File: src/rtl/wb_arbiter.sv
// rtl/wb_arbiter.sv - round-robin write-back arbiter for the ALU and load/store result streams
module wb_arbiter_fifo #(
    parameter int W     = 8,
    parameter int DEPTH = 2
) (
    input  logic                     clk,
    input  logic                     rst,
    input  logic                     push,
    input  logic [W-1:0]             wdata,
    input  logic                     pop,
    output logic [W-1:0]             head,
    output logic [$clog2(DEPTH):0]   count
);
    localparam int PW = $clog2(DEPTH);
    localparam int CW = PW + 1;

    logic [W-1:0]  mem_q [DEPTH];
    logic [W-1:0]  mem_d [DEPTH];
    logic [PW-1:0] wr_ptr_q, wr_ptr_d;
    logic [PW-1:0] rd_ptr_q, rd_ptr_d;
    logic [CW-1:0] count_q, count_d;

    // Pointers are exactly log2(DEPTH) bits wide, so they wrap modulo DEPTH on their own.
    always_comb begin
        mem_d    = mem_q;
        wr_ptr_d = wr_ptr_q;
        rd_ptr_d = rd_ptr_q;
        if (push) begin
            mem_d[wr_ptr_q] = wdata;
            wr_ptr_d        = wr_ptr_q + 1'b1;
        end
        if (pop) begin
            rd_ptr_d = rd_ptr_q + 1'b1;
        end
        count_d = count_q + CW'(push) - CW'(pop);
    end

    always_ff @(posedge clk) begin
        mem_q <= mem_d;
        if (rst) begin
            wr_ptr_q <= '0;
            rd_ptr_q <= '0;
            count_q  <= '0;
        end else begin
            wr_ptr_q <= wr_ptr_d;
            rd_ptr_q <= rd_ptr_d;
            count_q  <= count_d;
        end
    end

    assign head  = mem_q[rd_ptr_q];
    assign count = count_q;
endmodule

module wb_arbiter #(
    parameter int VLEN    = 128,
    parameter int XLEN    = 32,
    parameter int POS_WID = 3,
    parameter int DEPTH   = 2
) (
    input  logic               clk,
    input  logic               rst,
    input  logic               alu_valid,
    output logic               alu_ready,
    input  logic [5:0]         alu_rd,
    input  logic [VLEN-1:0]    alu_value,
    input  logic [POS_WID-1:0] alu_pos,
    input  logic               ls_valid,
    output logic               ls_ready,
    input  logic [5:0]         ls_rd,
    input  logic [VLEN-1:0]    ls_value,
    input  logic [POS_WID-1:0] ls_pos,
    output logic               wb_valid,
    output logic [5:0]         wb_rd,
    output logic [VLEN-1:0]    wb_value,
    output logic [POS_WID-1:0] wb_pos,
    output logic               wb_src
);
    localparam int EW = 6 + VLEN + POS_WID;
    localparam int CW = $clog2(DEPTH) + 1;

    logic [CW-1:0]      alu_count, ls_count;
    logic [EW-1:0]      alu_head, ls_head, head;
    logic               alu_push, ls_push, alu_pop, ls_pop;
    logic               ne_a, ne_l, grant, grant_ls;
    logic [5:0]         head_rd;
    logic [VLEN-1:0]    head_value;
    logic [POS_WID-1:0] head_pos;

    logic               last_grant_q, last_grant_d;
    logic               wb_valid_q, wb_valid_d;
    logic [5:0]         wb_rd_q, wb_rd_d;
    logic [VLEN-1:0]    wb_value_q, wb_value_d;
    logic [POS_WID-1:0] wb_pos_q, wb_pos_d;
    logic               wb_src_q, wb_src_d;

    // Ready looks only at the count at the start of the cycle: a full FIFO never accepts.
    assign alu_ready = !rst && (alu_count != CW'(DEPTH));
    assign ls_ready  = !rst && (ls_count != CW'(DEPTH));
    assign alu_push  = alu_valid && alu_ready;
    assign ls_push   = ls_valid && ls_ready;

    assign ne_a     = alu_count != '0;
    assign ne_l     = ls_count != '0;
    assign grant    = !rst && (ne_a || ne_l);
    assign grant_ls = ne_l && (!ne_a || !last_grant_q);
    assign alu_pop  = grant && !grant_ls;
    assign ls_pop   = grant && grant_ls;

    wb_arbiter_fifo #(.W(EW), .DEPTH(DEPTH)) u_alu_fifo (
        .clk   (clk),
        .rst   (rst),
        .push  (alu_push),
        .wdata ({alu_rd, alu_value, alu_pos}),
        .pop   (alu_pop),
        .head  (alu_head),
        .count (alu_count)
    );

    wb_arbiter_fifo #(.W(EW), .DEPTH(DEPTH)) u_ls_fifo (
        .clk   (clk),
        .rst   (rst),
        .push  (ls_push),
        .wdata ({ls_rd, ls_value, ls_pos}),
        .pop   (ls_pop),
        .head  (ls_head),
        .count (ls_count)
    );

    assign head       = grant_ls ? ls_head : alu_head;
    assign head_rd    = head[EW-1 -: 6];
    assign head_value = head[POS_WID +: VLEN];
    assign head_pos   = head[POS_WID-1:0];

    always_comb begin
        last_grant_d = last_grant_q;
        wb_valid_d   = grant;
        wb_rd_d      = wb_rd_q;
        wb_value_d   = wb_value_q;
        wb_pos_d     = wb_pos_q;
        wb_src_d     = wb_src_q;
        if (grant) begin
            last_grant_d = grant_ls;
            wb_rd_d      = head_rd;
            wb_pos_d     = head_pos;
            wb_src_d     = grant_ls;
            // Scalar destinations only carry XLEN bits; the upper lanes are written as zero.
            wb_value_d   = head_rd[5] ? head_value
                                      : {{(VLEN-XLEN){1'b0}}, head_value[XLEN-1:0]};
        end
    end

    always_ff @(posedge clk) begin
        if (rst) begin
            last_grant_q <= 1'b1;
            wb_valid_q   <= 1'b0;
            wb_rd_q      <= '0;
            wb_value_q   <= '0;
            wb_pos_q     <= '0;
            wb_src_q     <= 1'b0;
        end else begin
            last_grant_q <= last_grant_d;
            wb_valid_q   <= wb_valid_d;
            wb_rd_q      <= wb_rd_d;
            wb_value_q   <= wb_value_d;
            wb_pos_q     <= wb_pos_d;
            wb_src_q     <= wb_src_d;
        end
    end

    assign wb_valid = wb_valid_q;
    assign wb_rd    = wb_rd_q;
    assign wb_value = wb_value_q;
    assign wb_pos   = wb_pos_q;
    assign wb_src   = wb_src_q;
endmodule

File: config.mk
export PLATFORM = sky130hd
export DESIGN_NAME = wb_arbiter
export DESIGN_NICKNAME = d
export VERILOG_FILES = /design/src/rtl/wb_arbiter.sv
export SDC_FILE = /design/constraint.sdc
export NUM_CORES = 1
export LEC_CHECK = 0
export ABC_CLOCK_PERIOD_IN_PS = 8029
export BUFFER_PORTS_ARGS = -buffer_cell sky130_fd_sc_hd__buf_2
export CAP_MARGIN = 20
export CELL_PAD_IN_SITES_DETAIL_PLACEMENT = 0
export CELL_PAD_IN_SITES_GLOBAL_PLACEMENT = 1
export CORE_UTILIZATION = 42
export DETAILED_ROUTE_END_ITERATION = 8
export PLACE_DENSITY = 0.74
export SLEW_MARGIN = 20
export SYNTH_ARGS = -nofsm -noshare
export SYNTH_HDL_FRONTEND = slang
export SYNTH_HIERARCHICAL = 1
export SYNTH_SLANG_ARGS = --single-unit
File: constraint.sdc
create_clock -name clk -period 8.03 [get_ports clk]
set_input_delay 0.4015 -clock clk [delete_from_list [all_inputs] [get_ports clk]]
set_output_delay 0.4015 -clock clk [all_outputs]
set_load 0.01 [all_outputs]
==> results of run 1 <==
## stage by stage
stage	hold slack (ns)	setup WS (ns)	std cells
floorplan	0.473	0.122	1861
global placement	0.450	4.23	3014
detailed placement	0.455	4.12	3014
CTS	0.00363	4.24	3419
global route	0.0222	4.09	3423
finish	0.0492	4.25	3424
## synthesized netlist by cell type (all sizes together)
master  count  area, um2
nand2      99        372
edfxtp    548      16500
o21bai      1       7.51
nand3      96        480
nor2b       4       25.0
ha          4       50.1
nand3b     40        300
a21oi      43        215
a311oi     96        841
nor4        1       12.5
inv         6       22.5
xnor2       4       35.0
nand2b      1       6.26
o21ai      98        490
clkbuf     83        312
or4         1       7.51
buf        59        504
or2         1       6.26
o21a        1       7.51
a211oi      1       7.51
xnor3       2       45.0
nor2      107        402
and2      101        632
mux2      274       3090
a32oi      40        350
dfxtp     148       2960
a2bb2o      1       10.0
o211a       1       10.0
## per-layer routing
metal  vias to the layer above  GRT usage, %  part of all wire (%)
li1                       8382             -                     -
met1                      9153          27.9                    42
met2                       641          37.6                    49
met3                       115          5.30                   7.1
met4                         6          7.51                   2.2
met5                         -             0                 0.056
## path summary, 6_finish.rpt
kind,cells after the start,end,from
setup / recovery,6,u_ls_fifo/mem_q[47],u_ls_fifo/count[0]
hold / removal,1,u_ls_fifo/mem_q[128],ls_value[125]
setup reg to reg,6,u_ls_fifo/mem_q[47],u_ls_fifo/count[0]
hold reg to reg,2,wb_src,wb_src
## power breakdown
group | internal (uW) | switching [uW]
combinational | 1420 | 2240
sequential | 4430 | 308
clock | 1910 | 1370
total | 7760 | 3920
## layout by cell type, fill, tap and decap left out, types with 5 or more instances in the layout
master         count
o21ai_0           90
buf_4             18
clkbuf_1          18
nor2_1           105
dlygate4sd3_1    270
clkinv_1           7
clkbuf_16         77
o21ai_1            7
a311oi_1          96
clkinv_2          22
buf_6              5
a32oi_1           40
a21oi_1           43
nand3_1           96
mux2_2           273
nand2_1           99
buf_2            417
inv_1              6
nand3b_1          40
dfxtp_1          146
edfxtp_1         548
and2_1            99
## state kept, by name, summed over array words and instances, names as in the netlist, 2 cells and up
register,count
u_alu_fifo/mem_q,274
u_ls_fifo/mem_q,274
wb_value,128
wb_rd,6
wb_pos,3
u_alu_fifo/count,2
u_ls_fifo/count,2
## area by class of cell
cell class | instances | area share, %
flip-flops and latches | 696 | 55.0
multi-input cells | 1017 | 21.2
repair buffers | 711 | 14.2
clock buffers | 98 | 5.76
well taps | 855 | 3.03
clock inverters | 37 | 0.818
inverters | 6 | 0.0637
diodes | 4 | 0.0283
## kinds of logic after synthesis
family                     after synthesis  synth area share (%)
xor gates and xnor gates                 6                 0.290
adders and majority gates                4                 0.181
DFF                                    696                  70.2
buffers and inverters                  148                  3.03
and+or+nand+nor                        451                  8.11
muxes                                  274                  11.2
AOI/OAI and AO/OA                      282                  7.01
==> flow_summary_export.csv, run 1 <==
group,metric,value,unit
power_and_ir_drop,ir_drop,0.274,mV
synth,syn-num-nets,2143,
sta,fmax,264,MHz
clock_network,htreeDepth,3,
setup_path,worstSetupPathType,"reg -> reg",
drt,drc,0,
grt,grt.overflow.total,0,
setup_path,critical_path_buf_inv_count,3,
sta,fin_crit,3.78,ns
floorplan,initial_core_util,42.7,%
synth,postSynthAreaPerCell,14.9,um2
setup_path,cp-start-kind,"flop",
sta,worst_pin_slew,1.12,ns
cells_and_area,final_cell_area,35300,um2
drt,drt_iter0_drc,1271,
drt,detail_route.first_pass.iterations,7,
flow_run,drv_cap,0,
clock_network,hold_buffers,270,
sta,tns,0,ns
cells_and_area,seq_area,19400,um2
cells_and_area,utilization,54.5,%
cells_and_area,fillers,5341,
drt,ant_nets,0,
sta,worst_clock_skew,0.0240,ns
clock_network,clkLatencyLatePin,0.61,ns
grt,grt_max_degree,99,
cells_and_area,syn2layout_area_growth,27.8,%
setup_path,critPathArrivalTime,4.01,ns
synth,synth.ff_latch_count,696,
power_and_ir_drop,leakage,0.0126,uW
grt,antenna_found_initial,8,
power_and_ir_drop,power_density,330,nW/um2
sta,final_hold_viol_count,0,
clock_network,cts_tree,"yes",
setup_path,end_kind,"flop",
outcome,status,"complete, no violations",
floorplan,die_height,259,um
min_path,hp-class,"in -> reg",
sta,rsz0062_at_grt,"no",
setup_path,crit_path_cell_trace,"inv_1, a21oi_1, and2_1, and2_4, buf_4, buf_4",
sta,relSlewSlack,25.1,%
drt,vias,18300,
floorplan,dieArea,66900,um2
clock_network,max-clock-path-buffers,3,
cells_and_area,fin_nets,2787,
clock_network,clockRootBuffer,"clkbuf_16",
setup_path,r2r_setup_slack,4.25,ns
cells_and_area,drive_gt1_share,32.7,%
synth,ys.warnings.count,6,
grt,grt_use_total,22.2,%
drt,wl_per_cell,21.8,um
drt,viasPerCell,5.34,
sta,final_max_slew_viol_count,0,
setup_path,max_stage_delay,0.84,ns
clock_network,cts_setup_buffers,0,
place,io_buffers,418,
synth,synth.distinct_cells,31,
drt,drt_wl_total,74.5,mm
setup_path,cp_top_family,"buffers and inverters",
place,dp_hpwl,43.0,mm
setup_path,cp.required,8.25,ns
grt,first_global_vias,19300,
clock_network,cts_resized,0,
floorplan,core,64800,um2
clock_network,numCtsBuffers,73,
setup_path,crit_fanout,58,
clock_network,cts_sinks,696,
sta,setup_viol,0,
setup_path,worst_path_max_delay_cell,"and2_4",
clock_network,clkTransAtPathRegs,0.06,ns
power_and_ir_drop,power,11700,uW
sta,timing.final.crit_share,47.1,%
synth,ys_seq_area_share,70.2,%
grt,grt_first_pass_wirelength,113,mm
place,globalplace.congestion,0.796,
place,place_area,30300,um2
synth,postSynthCellCount,1861,
floorplan,fp-row-count,93,
floorplan,ios,419,
setup_path,critPathMostFrequentCell,"buf_4",
synth,synth_area,27700,um2
cells_and_area,multiInputGateArea,7490,um2
floorplan,fp.dieW,259,um
Power figures use the tool's default switching activity.
==> run 2: changes to the inputs <==
- ABC_CLOCK_PERIOD_IN_PS: 8029 -> 3550
- CORE_UTILIZATION: 42 -> 45
- PLACE_DENSITY: 0.74 -> 0.76
- clock period: 8.03 -> 3.55 ns (I/O delays scaled with it)
==> run 2 against run 1 <==
Global-route usage increased by 0.96 points. Fmax increased by 50%. First-iteration DRC count decreased by 22%. Clock power increased by 120%. Power increased by 130%. Critical path type unchanged. Largest cell class unchanged. Highest routed layer unchanged.
==> flow_summary_export.csv, run 2 (synthesis results as in run 1) <==
group,metric,value,unit
outcome,status,"complete, no violations",
grt,grt.overflow.total,0,
min_path,hp-class,"in -> reg",
floorplan,die_height,250,um
grt,first_global_vias,19100,
drt,wl_per_cell,21.8,um
drt,viasPerCell,5.43,
clock_network,max-clock-path-buffers,3,
grt,antenna_found_initial,9,
clock_network,cts_setup_buffers,0,
flow_run,drv_cap,0,
sta,hold-worst-slack,0.0472,ns
cells_and_area,final_cell_mix,"edfxtp_1, buf_2, dlygate4sd3_1",
place,dp_hpwl,40.9,mm
clock_network,clkLatencyLatePin,0.59,ns
setup_path,critPathArrivalTime,2.76,ns
sta,setup_viol,0,
setup_path,crit_path_cell_trace,"inv_1, a21oi_1, and2_1, and2_4, buf_12",
cells_and_area,drive_gt1_share,32.3,%
cells_and_area,layout_commonest_cell,"edfxtp_1",
grt,grt_first_pass_wirelength,111,mm
drt,detail_route.first_pass.iterations,4,
floorplan,dieArea,62500,um2
clock_network,htreeDepth,3,
power_and_ir_drop,ir_drop,0.815,mV
drt,drt_wl_total,73.2,mm
setup_path,end_kind,"flop",
cells_and_area,fillers,4799,
drt,drt_iter0_drc,994,
cells_and_area,fin_nets,2794,
sta,timing.final.crit_share,70.9,%
sta,fmax,397,MHz
clock_network,hold_buffers,274,
clock_network,clkTransAtPathRegs,0.06,ns
sta,final_hold_viol_count,0,
drt,vias,18200,
floorplan,fp-row-count,90,
clock_network,cts_resized,0,
drt,ant_nets,0,
setup_path,cp.required,3.79,ns
floorplan,ios,419,
place,globalplace.congestion,0.784,
grt,grt_use_total,23.2,%
drt,drc,0,
floorplan,core,60600,um2
sta,fin_crit,2.52,ns
floorplan,initial_core_util,45.6,%
clock_network,clockRootBuffer,"clkbuf_16",
cells_and_area,syn2layout_area_growth,27.9,%
setup_path,worstSetupPathType,"reg -> reg",
sta,worst_clock_skew,0.0147,ns
setup_path,crit_fanout,55,
place,io_buffers,418,
power_and_ir_drop,power_density,743,nW/um2
sta,rsz0062_at_grt,"no",
setup_path,cp-start-kind,"flop",
sta,tns,0,ns
sta,relSlewSlack,25.9,%
clock_network,numCtsBuffers,73,
floorplan,fp.dieW,250,um
clock_network,cts_sinks,696,
clock_network,cts_tree,"yes",
grt,grt_max_degree,140,
power_and_ir_drop,leakage,0.0126,uW
sta,worst_pin_slew,1.11,ns
sta,final_max_slew_viol_count,0,
setup_path,max_stage_delay,0.60,ns
setup_path,worst_path_max_delay_cell,"and2_4",
-- run 2: cell types whose count changed in the layout (fill, tap and decap cells not counted) --
cell	change
buf_12	+9
buf_4	-3
buf_6	-3
bufinv_16	-3
clkbuf_1	+6
clkbuf_8	+5
clkinv_1	+5
clkinv_2	-14
clkinvlp_4	-1
diode_2	+2
dlygate4sd3_1	+4
inv_6	+1
-- run 2: path summary, 6_finish.rpt --
check / startpoint / to / slack [ns] / depth (start not counted)
setup / recovery: u_alu_fifo/count[0] / u_alu_fifo/mem_q[136] / 1.03 / 5
hold reg to reg: wb_src / wb_src / 0.49 / 2
setup reg to reg: u_alu_fifo/count[0] / u_alu_fifo/mem_q[136] / 1.03 / 5
hold / removal: rst / wb_pos[2] / 0.05 / 2
-- run 2: worst max-delay path, delay by kind of cell (launching register included) --
family,cells,cell delay (ns)
flops,1,0.58
compound gates,1,0.20
simple gates,2,0.84
buf+inv,2,0.44
-- run 2: final cells by class --
cell class / instances / area, um2 / share of cell area, %
antenna: 6 / 15.0 / 0.0424
clock buffer: 109 / 2130 / 6.01
clock inverter: 25 / 149 / 0.421
inverter: 6 / 22.5 / 0.0637
multi-input combinational: 1017 / 7490 / 21.2
sequential: 696 / 19400 / 54.9
tap: 782 / 978 / 2.77
timing repair buffer: 718 / 5160 / 14.6
-- run 2: report_power, final --
| group | internal, uW | switching, uW | total, uW |
|---|---|---|---|
| combinational | 3270 | 5180 | 8450 |
| clock | 4220 | 3030 | 7250 |
| sequential | 10000 | 574 | 10600 |
| total | 17500 | 8780 | 26300 |
-- run 2: through the flow --
stage	instances	utilization (%)	setup slack, ns	area [um2]	power (uW)
CTS	3352	58.3	1.04	35300	26400
floorplan	1861	-	0.00527	27700	16200
detailed placement	2944	50.0	1.05	30300	19000
global placement	2944	50.0	1.06	30300	18800
finish	3359	58.4	1.03	35400	26300
global route	3358	58.4	0.891	35400	27600
-- run 2: routing by layer --
layer / vias to the layer above / share of wire, % / global-route usage (%)
met5: - / 0.077 / 0
met4: 8 / 2.3 / 6.97
met3: 131 / 6.9 / 5.31
met2: 635 / 49 / 40.4
met1: 9071 / 41 / 28.6
li1: 8392 / - / -
==> run 3: changes to the inputs <==
- ABC_CLOCK_PERIOD_IN_PS: 3550 -> 2200
- CORE_UTILIZATION: 45 -> 42
- PLACE_DENSITY: 0.76 -> 0.74
- clock period: 3.55 -> 2.2 ns (I/O delays scaled with it)
==> run 3 against run 2 <==
Die area increased by 7.1%. Final cell count increased by 3.0%. Core utilization decreased by 2.4 points. Critical endpoint is now wb_value[67]. Largest power group unchanged.
==> flow_summary_export.csv, run 3 (synthesis results as in run 1) <==
group,metric,value,unit
sta,final_hold_viol_count,0,
place,place_area,30900,um2
clock_network,cts_resized,0,
floorplan,die_height,259,um
place,io_buffers,418,
clock_network,cts_setup_buffers,0,
floorplan,core,64800,um2
clock_network,numCtsBuffers,75,
setup_path,worstSetupPathType,"reg -> reg",
cells_and_area,syn2layout_area_growth,31.1,%
clock_network,cts_sinks,696,
grt,first_global_vias,19700,
cells_and_area,final_cell_area,36300,um2
sta,fin_crit,1.90,ns
power_and_ir_drop,power_density,1230,nW/um2
grt,grt_max_degree,73,
flow_run,drv_cap,0,
drt,drt_wl_total,76.6,mm
sta,final_max_slew_viol_count,0,
drt,vias,18500,
sta,timing.final.crit_share,86.3,%
cells_and_area,layout_commonest_cell,"edfxtp_1",
drt,detail_route.first_pass.iterations,5,
cells_and_area,fillers,5140,
min_path,hp-class,"in -> reg",
setup_path,cp-start-kind,"flop",
drt,drc,0,
floorplan,fp.dieW,259,um
sta,finalWorstSetupSlack,0.302,ns
clock_network,clkTransAtPathRegs,0.06,ns
sta,fmax,527,MHz
place,place_worst_setup_slack,0.291,ns
sta,rsz0062_at_grt,"no",
sta,tns,0,ns
sta,setup_viol,0,
setup_path,crit_fanout,23,
cells_and_area,drive_gt1_share,33.8,%
power_and_ir_drop,leakage,0.0130,uW
cells_and_area,final_cell_mix,"edfxtp_1, buf_2, dlygate4sd3_1",
clock_network,max-clock-path-buffers,3,
place,dp_hpwl,44.5,mm
drt,wl_per_cell,22.1,um
cells_and_area,utilization,55.9,%
clock_network,htreeDepth,3,
grt,antenna_found_initial,9,
setup_path,cp.required,2.70,ns
cells_and_area,fin_nets,2821,
sta,relSlewSlack,41.5,%
power_and_ir_drop,power,44700,uW
clock_network,clockRootBuffer,"clkbuf_16",
outcome,status,"complete, no violations",
clock_network,hold_buffers,277,
sta,worst_clock_skew,0.0191,ns
drt,ant_nets,0,
drt,drt_iter0_drc,1220,
clock_network,cts_tree,"yes",
setup_path,critPathArrivalTime,2.39,ns
grt,grt_first_pass_wirelength,116,mm
floorplan,initial_core_util,42.7,%
power_and_ir_drop,ir_drop,1.47,mV
sta,worst_pin_slew,0.877,ns
place,globalplace.congestion,0.807,
drt,viasPerCell,5.34,
setup_path,end_kind,"flop",
grt,grt.overflow.total,0,
floorplan,dieArea,66900,um2
grt,grt_use_total,22.7,%
clock_network,clkLatencyLatePin,0.60,ns
floorplan,fp-row-count,93,
floorplan,ios,419,
-- run 3: cell type report --
type / count / area [um2] / area share, %
diodes: 4 / 10.0 / 0.0276
flip-flops and latches: 696 / 19400 / 53.6
well taps: 855 / 1070 / 2.95
multi-input cells: 1017 / 7510 / 20.7
repair buffers: 743 / 5610 / 15.5
inverters: 6 / 22.5 / 0.0621
clock buffers: 107 / 2140 / 5.90
clock inverters: 32 / 458 / 1.26
-- run 3: path summary, 6_finish.rpt --
check                       from             endpoint  slack (ns)  cells after the start
max          u_alu_fifo/rd_ptr_q         wb_value[67]        0.30                      5
min reg2reg               wb_src               wb_src        0.48                      2
max reg2reg  u_alu_fifo/rd_ptr_q         wb_value[67]        0.30                      5
min                 ls_value[50]  u_ls_fifo/mem_q[53]        0.23                      2
-- run 3: power by group --
part | internal [uW] | total [uW] | switching (uW)
registers | 16200 | 17100 | 907
logic | 5770 | 14500 | 8710
clock network | 8000 | 13200 | 5180
-- run 3: metrics by stage --
| stage | std cells | hold slack, ns |
|---|---|---|
| after floorplan | 1861 | 0.172 |
| after global placement | 3040 | 0.297 |
| after detailed placement | 3040 | 0.301 |
| after CTS | 3456 | 0.183 |
| after global routing | 3459 | 0.202 |
| final | 3460 | 0.229 |
-- run 3: layer usage --
| layer | part of all wire, % | vias to the layer above | global-route usage, % |
|---|---|---|---|
| met5 | 0.090 | - | 0 |
| met4 | 2.3 | 10 | 7.35 |
| met3 | 6.9 | 132 | 5.11 |
| met2 | 50 | 656 | 39.2 |
| met1 | 41 | 9217 | 28.2 |
| li1 | - | 8454 | - |
-- run 3: worst max-delay path, cell delays in order, from the launching register on --
cell	delay (ns)
dfxtp_4	0.35
mux2_4	0.35
o211a_4	0.30
buf_4	0.38
nand2_1	0.11
a311oi_1	0.28
